<file path="src/rtl/mc_pkg.sv">
// Shared types and select codes for the multicycle ARM sequencing FSM.
package mc_pkg;

  typedef enum logic [3:0] {
    S_FETCH  = 4'd0,
    S_DECODE = 4'd1,
    S_MEMADR = 4'd2,
    S_MEMRD  = 4'd3,
    S_MEMWB  = 4'd4,
    S_MEMWR  = 4'd5,
    S_BASEWB = 4'd6,
    S_EXECR  = 4'd7,
    S_EXECI  = 4'd8,
    S_ALUWB  = 4'd9,
    S_BRANCH = 4'd10
  } mc_state_t;

  // Instruction classes
  localparam logic [1:0] OP_DP  = 2'b00;
  localparam logic [1:0] OP_MEM = 2'b01;
  localparam logic [1:0] OP_BR  = 2'b10;

  // Address mux
  localparam logic [1:0] ADR_PC     = 2'd0;
  localparam logic [1:0] ADR_ALUOUT = 2'd1;
  localparam logic [1:0] ADR_RN     = 2'd2;

  // ALU B operand mux
  localparam logic [1:0] SRCB_REG  = 2'd0;
  localparam logic [1:0] SRCB_IMM  = 2'd1;
  localparam logic [1:0] SRCB_FOUR = 2'd2;

  // Result mux
  localparam logic [1:0] RES_ALUOUT = 2'd0;
  localparam logic [1:0] RES_RDATA  = 2'd1;
  localparam logic [1:0] RES_ALU    = 2'd2;

  // Immediate extension, shared with the instruction decoder
  localparam logic [1:0] IMM_DP  = 2'b00;
  localparam logic [1:0] IMM_MEM = 2'b01;
  localparam logic [1:0] IMM_BR  = 2'b10;

  // Moore output vector; the *_en fields are gated with mem_ready/reset at the top
  typedef struct packed {
    logic       fetch_en;
    logic       branch_pc;
    logic       store_en;
    logic       reg_w;
    logic       wb_base;
    logic [1:0] adr_src;
    logic       alu_src_a;
    logic [1:0] alu_src_b;
    logic [1:0] result_src;
    logic       alu_op;
    logic [1:0] imm_src;
  } mc_ctrl_t;

  // Post-indexed accesses use the unmodified base register as the address
  function automatic logic [1:0] mem_adr_sel(input logic post_idx);
    return post_idx ? ADR_RN : ADR_ALUOUT;
  endfunction

endpackage

</file>
<file path="src/rtl/mc_output_rom.sv">
// State-to-control mapping for the multicycle controller (pure combinational).
module mc_output_rom
  import mc_pkg::*;
(
  input  mc_state_t i_state,
  input  logic      i_reg_off,
  input  logic      i_post_idx,
  output mc_ctrl_t  o_ctrl
);

  // Decode the current state into datapath selects and raw enables
  always_comb begin
    o_ctrl = '0;
    case (i_state)
      S_FETCH: begin
        o_ctrl.fetch_en   = 1'b1;
        o_ctrl.adr_src    = ADR_PC;
        o_ctrl.alu_src_a  = 1'b1;
        o_ctrl.alu_src_b  = SRCB_FOUR;
        o_ctrl.result_src = RES_ALU;
      end
      S_DECODE: begin
        o_ctrl.alu_src_a  = 1'b1;
        o_ctrl.alu_src_b  = SRCB_FOUR;
        o_ctrl.result_src = RES_ALU;
      end
      S_EXECR: begin
        o_ctrl.alu_src_b = SRCB_REG;
        o_ctrl.alu_op    = 1'b1;
        o_ctrl.imm_src   = IMM_DP;
      end
      S_EXECI: begin
        o_ctrl.alu_src_b = SRCB_IMM;
        o_ctrl.alu_op    = 1'b1;
        o_ctrl.imm_src   = IMM_DP;
      end
      S_ALUWB: begin
        o_ctrl.result_src = RES_ALUOUT;
        o_ctrl.reg_w      = 1'b1;
      end
      S_MEMADR: begin
        o_ctrl.alu_src_b = i_reg_off ? SRCB_REG : SRCB_IMM;
        o_ctrl.imm_src   = IMM_MEM;
      end
      S_MEMRD: begin
        o_ctrl.adr_src = mem_adr_sel(i_post_idx);
      end
      S_MEMWR: begin
        o_ctrl.adr_src  = mem_adr_sel(i_post_idx);
        o_ctrl.store_en = 1'b1;
      end
      S_MEMWB: begin
        o_ctrl.result_src = RES_RDATA;
        o_ctrl.reg_w      = 1'b1;
      end
      S_BASEWB: begin
        o_ctrl.result_src = RES_ALUOUT;
        o_ctrl.reg_w      = 1'b1;
        o_ctrl.wb_base    = 1'b1;
      end
      S_BRANCH: begin
        o_ctrl.alu_src_b  = SRCB_IMM;
        o_ctrl.imm_src    = IMM_BR;
        o_ctrl.result_src = RES_ALU;
        o_ctrl.branch_pc  = 1'b1;
      end
      default: o_ctrl = '0;
    endcase
  end

endmodule

</file>
<file path="src/rtl/multicycle_controller.sv">
// Sequencing FSM for the multicycle ARM core: state register, next-state
// logic and the mem_ready/reset gating of the write enables.
module multicycle_controller
  import mc_pkg::*;
(
  input  logic       clk,
  input  logic       reset,
  input  logic [1:0] op,
  input  logic [5:0] funct,
  input  logic       cond_ex,
  input  logic       mem_ready,
  output logic       ir_w,
  output logic       pc_w,
  output logic       mem_w,
  output logic       reg_w,
  output logic       wb_base,
  output logic [1:0] adr_src,
  output logic       alu_src_a,
  output logic [1:0] alu_src_b,
  output logic [1:0] result_src,
  output logic       alu_op,
  output logic [1:0] imm_src,
  output logic       illegal
);

  mc_state_t r_state;
  mc_state_t w_next;
  mc_ctrl_t  w_ctrl;
  logic      w_post_idx;
  logic      w_illegal;
  logic      w_en;
  logic      w_unused_funct;

  assign w_post_idx     = ~funct[4];
  assign w_unused_funct = ^funct[3:1];

  // State register; reset drops the FSM straight back into FETCH
  always_ff @(posedge clk or posedge reset) begin
    if (reset) r_state <= S_FETCH;
    else       r_state <= w_next;
  end

  // Next-state selection and the illegal-opcode pulse
  always_comb begin
    w_next    = S_FETCH;
    w_illegal = 1'b0;
    case (r_state)
      S_FETCH:  w_next = mem_ready ? S_DECODE : S_FETCH;
      S_DECODE: begin
        if (!cond_ex) begin
          w_next = S_FETCH;
        end else begin
          case (op)
            OP_DP:   w_next = funct[5] ? S_EXECI : S_EXECR;
            OP_MEM:  w_next = S_MEMADR;
            OP_BR:   w_next = S_BRANCH;
            default: begin
              w_next    = S_FETCH;
              w_illegal = 1'b1;
            end
          endcase
        end
      end
      S_EXECR:  w_next = S_ALUWB;
      S_EXECI:  w_next = S_ALUWB;
      S_ALUWB:  w_next = S_FETCH;
      S_MEMADR: w_next = funct[0] ? S_MEMRD : S_MEMWR;
      S_MEMRD:  w_next = mem_ready ? S_MEMWB : S_MEMRD;
      S_MEMWB:  w_next = w_post_idx ? S_BASEWB : S_FETCH;
      S_MEMWR:  begin
        if (!mem_ready)      w_next = S_MEMWR;
        else if (w_post_idx) w_next = S_BASEWB;
        else                 w_next = S_FETCH;
      end
      S_BASEWB: w_next = S_FETCH;
      S_BRANCH: w_next = S_FETCH;
      default:  w_next = S_FETCH;
    endcase
  end

  mc_output_rom u_rom (
    .i_state    (r_state),
    .i_reg_off  (funct[5]),
    .i_post_idx (w_post_idx),
    .o_ctrl     (w_ctrl)
  );

  // Enables are suppressed for as long as reset is held so no write leaks out
  assign w_en       = ~reset;
  assign ir_w       = w_en & w_ctrl.fetch_en & mem_ready;
  assign pc_w       = w_en & ((w_ctrl.fetch_en & mem_ready) | w_ctrl.branch_pc);
  assign mem_w      = w_en & w_ctrl.store_en & mem_ready;
  assign reg_w      = w_en & w_ctrl.reg_w;
  assign illegal    = w_en & w_illegal;
  assign wb_base    = w_ctrl.wb_base;
  assign adr_src    = w_ctrl.adr_src;
  assign alu_src_a  = w_ctrl.alu_src_a;
  assign alu_src_b  = w_ctrl.alu_src_b;
  assign result_src = w_ctrl.result_src;
  assign alu_op     = w_ctrl.alu_op;
  assign imm_src    = w_ctrl.imm_src;

endmodule

</file>
<file path="config.mk">
export PLATFORM = sky130hd
export DESIGN_NAME = multicycle_controller
export DESIGN_NICKNAME = d
export VERILOG_FILES = /design/src/rtl/mc_pkg.sv /design/src/rtl/mc_output_rom.sv /design/src/rtl/multicycle_controller.sv
export SDC_FILE = /design/constraint.sdc
export NUM_CORES = 1
export LEC_CHECK = 0
export CELL_PAD_IN_SITES_DETAIL_PLACEMENT = 1
export CELL_PAD_IN_SITES_GLOBAL_PLACEMENT = 2
export CORE_UTILIZATION = 18
export CTS_BUF_LIST = sky130_fd_sc_hd__clkbuf_8 sky130_fd_sc_hd__clkbuf_16
export DETAILED_ROUTE_END_ITERATION = 10
export GPL_TIMING_DRIVEN = 0
export PLACE_DENSITY_LB_ADDON = 0.1
export SYNTH_ARGS = -nofsm -noshare
export SYNTH_HDL_FRONTEND = slang
export SYNTH_SLANG_ARGS = --single-unit
</file>
<file path="constraint.sdc">
create_clock -name clk -period 1.3 [get_ports clk]
set_input_delay 0.26 -clock clk [delete_from_list [all_inputs] [get_ports clk]]
set_output_delay 0.26 -clock clk [all_outputs]
set_load 0.05 [all_outputs]
</file>
==> metrics.md <==
| Metric | Value |
|---|---|
| Starting Density | 19.45% |
| Diodes inserted | 0 |
| Clock buffer depth | 2 |
| Die ar. | 0.003255 mm2 |
| Reg with most FFs | r_state |
| Clock period minus worst slack | 1.681 ns |
| Regs by FF count | r_state x4 |
| Critical Path AT | 1.42 ns |
| Worst-Skew Late Latency | 0.22 ns |
| Switching pwr | 1.772 mW |
| Post-DP Area | 953.4 um2 |
| Top cells by area, synth | dfrtp_1, nor2_1, a21oi_1, nand2b_1, a2111oi_4 |
| Setup crit end kind | output pin |
| Clock Sinks | 4 |
| DRC viols | 4 |
| GPL Wtd Cong | 0.6950 |
| Initial antenna violation count | 0 |
| Vias in the first global route | 699 |
| Reg-to-Reg Start | r_state[3] |
| Top cell type's share of synthesized area | 18.35% |
| Synth Register Bits | 4 |
| Slew headroom | 79.39% |
| Net Sw Frac | 48.42% |
| RSZ-0062 raised after global routing | true |
| Pre-CTS setup slack | -1.243 ns |
| I/O pin cnt | 28 |
| Endpoints failing setup | 19 |
| Global route overflow | 0 |
| Setup crit start kind | flop |
| Num rows | 19 |
| Detailed Route Iter0 Violations | 17 |
| DR pass1 iterations | 7 |
| Yosys warns | 0 |
| Ys async rst share | 100.0% |
| Critical Path Sink | pc_w |
| WL per Instance | 14.09 um |
| Worst vdd ir | 0.8639 mV |
| Final WS setup | -0.3814 ns |
| Crit path from | r_state[1] |
| Area of the core | 0.002805 mm2 |
| Final Core Density | 47.95% |
| Ys flop type | dfrtp_1 |
| CP Data Required Time | 1.04 ns |
| Final net count | 137 |
| Share of cells above drive strength 1 | 71.07% |
| Largest net degree at the start of global routing | 11 |
| Pwr/cell area | 2720 mW/mm2 |
| Sequential fraction of design power | 6.4% |
| CTS tree | yes |
| First-pass GRT wire length | 3.263 mm |
| Area grow syn2layout | 146.6% |
| Synth cell types | 34 |
| Max Cap Violations | 0 |
| Seq/Total Area, Yosys | 18.35% |
| Clock power share | 7.2% |
| CTS clk-pin slew, worst paths | 0.03 ns |
| Comb power frac | 86.4% |
| Fin crit share | 129.3% |
| Mean Syn Cell Area | 7.473 um2 |
| Post-synth EDFFs | 0 |
| Max-slew violations | 0 |
| Avg Vias per Cell | 4.664 |
| Design area | 0.001345 mm2 |
| Status | complete, but fails checks |
| Hpwl dp | 1.436 mm |
| Reg2reg end | r_state[0] |
| Routed Antenna Nets | 0 |
| FMAX | 594.7 MHz |
| Worst Tran Pin Value | 0.3092 ns |
| Routed WL | 2.141 mm |
| Hold-fix buffers at CTS | 0 |
| Clock Skew | 0.001956 ns |
| Top cell type by total area after synthesis | dfrtp_1 |
| Die width | 57.05 um |
| Critical path class | reg2out |
| Die height | 57.05 um |
| Synth top cells by count | nor2_1, a21oi_1, nand2_1 |
| Crit Path Max Fanout | 10 |
| Most frequent cell after synthesis | nor2_1 |
| Min-Delay Path Class | in2async |
| Port bufs | 24 |
| Final Hold Vio Count | 0 |
| Largest register FFs | 4 |
| Syn Nets | 87 |
| Synth Cell Area | 545.5 um2 |
| Power Internal | 1.887 mW |
| Reg-to-reg setup timing slack | -0.05 ns |
| TritonCTS Buffers | 3 |
| Via count | 709 |
| Leak Pwr | 0.5808 nW |
| Clk root buf | clkbuf_8 |
| R2r worst-path depth | 7 |
| Post-synthesis cell count | 73 |
| Violated checks | DRC, setup timing |
| # fillers | 308 |
| H-tree depth | 1 |
| GRT Total Usage | 13.30% |
-- worst max-delay path, cell delays in order (launching register included) --
cell and delay (ns):
dfrtp_2 0.43, buf_8 0.17, nor2_4 0.11, and4_4 0.26, a21o_4 0.10, buf_8 0.13
-- timing repair --
action	in CTS	in global routing
setup endpoints to repair	19	19
pin swaps	10	7
gates resized for setup	138	18
setup buffers	13	9
-- metal layers --
| metal | vias to the layer above | routed length, um | global-route usage [%] |
|---|---|---|---|
| li1 | 345 | - | - |
| met1 | 342 | 887 | 15.58 |
| met2 | 20 | 1174 | 24.54 |
| met3 | 2 | 71 | 2.948 |
| met4 | 0 | 7 | 3.136 |
| met5 | - | 0 | 0 |
-- cell families after synthesis --
kind of cell               count (synthesis)  share of synthesized area [%]
and+or+nand+nor                           40                          39.91
adders and majority gates                  3                          6.421
AOI/OAI and AO/OA                         16                          24.09
DFF                                        4                          18.35
buffers and inverters                     10                          11.24
-- worst min path at each step --
stage	to	cells after the start
6_report	r_state[3]	2
5_1_grt	r_state[3]	2
4_1_cts	r_state[0]	2
3_5_place_dp	r_state[1]	2
3_3_place_gp	r_state[1]	2
2_1_floorplan	r_state[0]	1
-- power by group through the flow --
stage / clock network [mW] / logic (mW) / registers [mW]
after floorplan: 0 / 1.69 / 0.221
after global placement: 0 / 2.21 / 0.236
after detailed placement: 0 / 2.22 / 0.232
after CTS: 0.266 / 2.84 / 0.232
after global routing: 0.271 / 3.32 / 0.245
final: 0.262 / 3.16 / 0.236
-- cells in the final DEF (no fill, tap or decap), drive strengths merged --
cell type,count
and4,1
o21ai,1
ha,2
and3,1
o2bb2ai,1
nand3,1
inv,5
clkdlybuf4s15,2
nor3,3
nor2,13
nor3b,1
a221oi,1
a21o,1
or2b,2
nand2b,5
and2b,1
clkbuf,3
a2111oi,1
o21bai,1
clkdlybuf4s50,6
nor2b,2
nor4b,1
buf,42
o22ai,1
o32ai,1
dfrtp,4
maj3,1
nand2,7
a21oi,7
or2,1
o311ai,1
nand3b,1
-- stage by stage --
| step | hold WS, ns | std cells | setup TNS (ns) | power, mW |
|---|---|---|---|---|
| 6_report | 0.1775 | 152 | -4.810 | 3.659 |
| 3_5_place_dp | 0.6728 | 128 | -14.55 | 2.455 |
| 5_1_grt | 0.2074 | 152 | -5.755 | 3.834 |
| 2_1_floorplan | 0.05182 | 73 | -2.569 | 1.911 |
| 4_1_cts | 0.1675 | 143 | -4.683 | 3.341 |
| 3_3_place_gp | 0.6723 | 128 | -14.62 | 2.449 |
-- cell type report --
| type | count | area, um2 | area share [%] |
|---|---|---|---|
| Timing Repair Buffer | 45 | 480.5 | 35.72 |
| Tap cell | 31 | 38.79 | 2.884 |
| Multi-Input combinational cell | 59 | 604.3 | 44.93 |
| Clock buffer | 3 | 41.29 | 3.070 |
| Sequential cell | 4 | 101.3 | 7.535 |
| Buffer | 5 | 60.06 | 4.465 |
| Inverter | 5 | 18.77 | 1.395 |
Note: power is estimated with default switching activity, not from simulation.
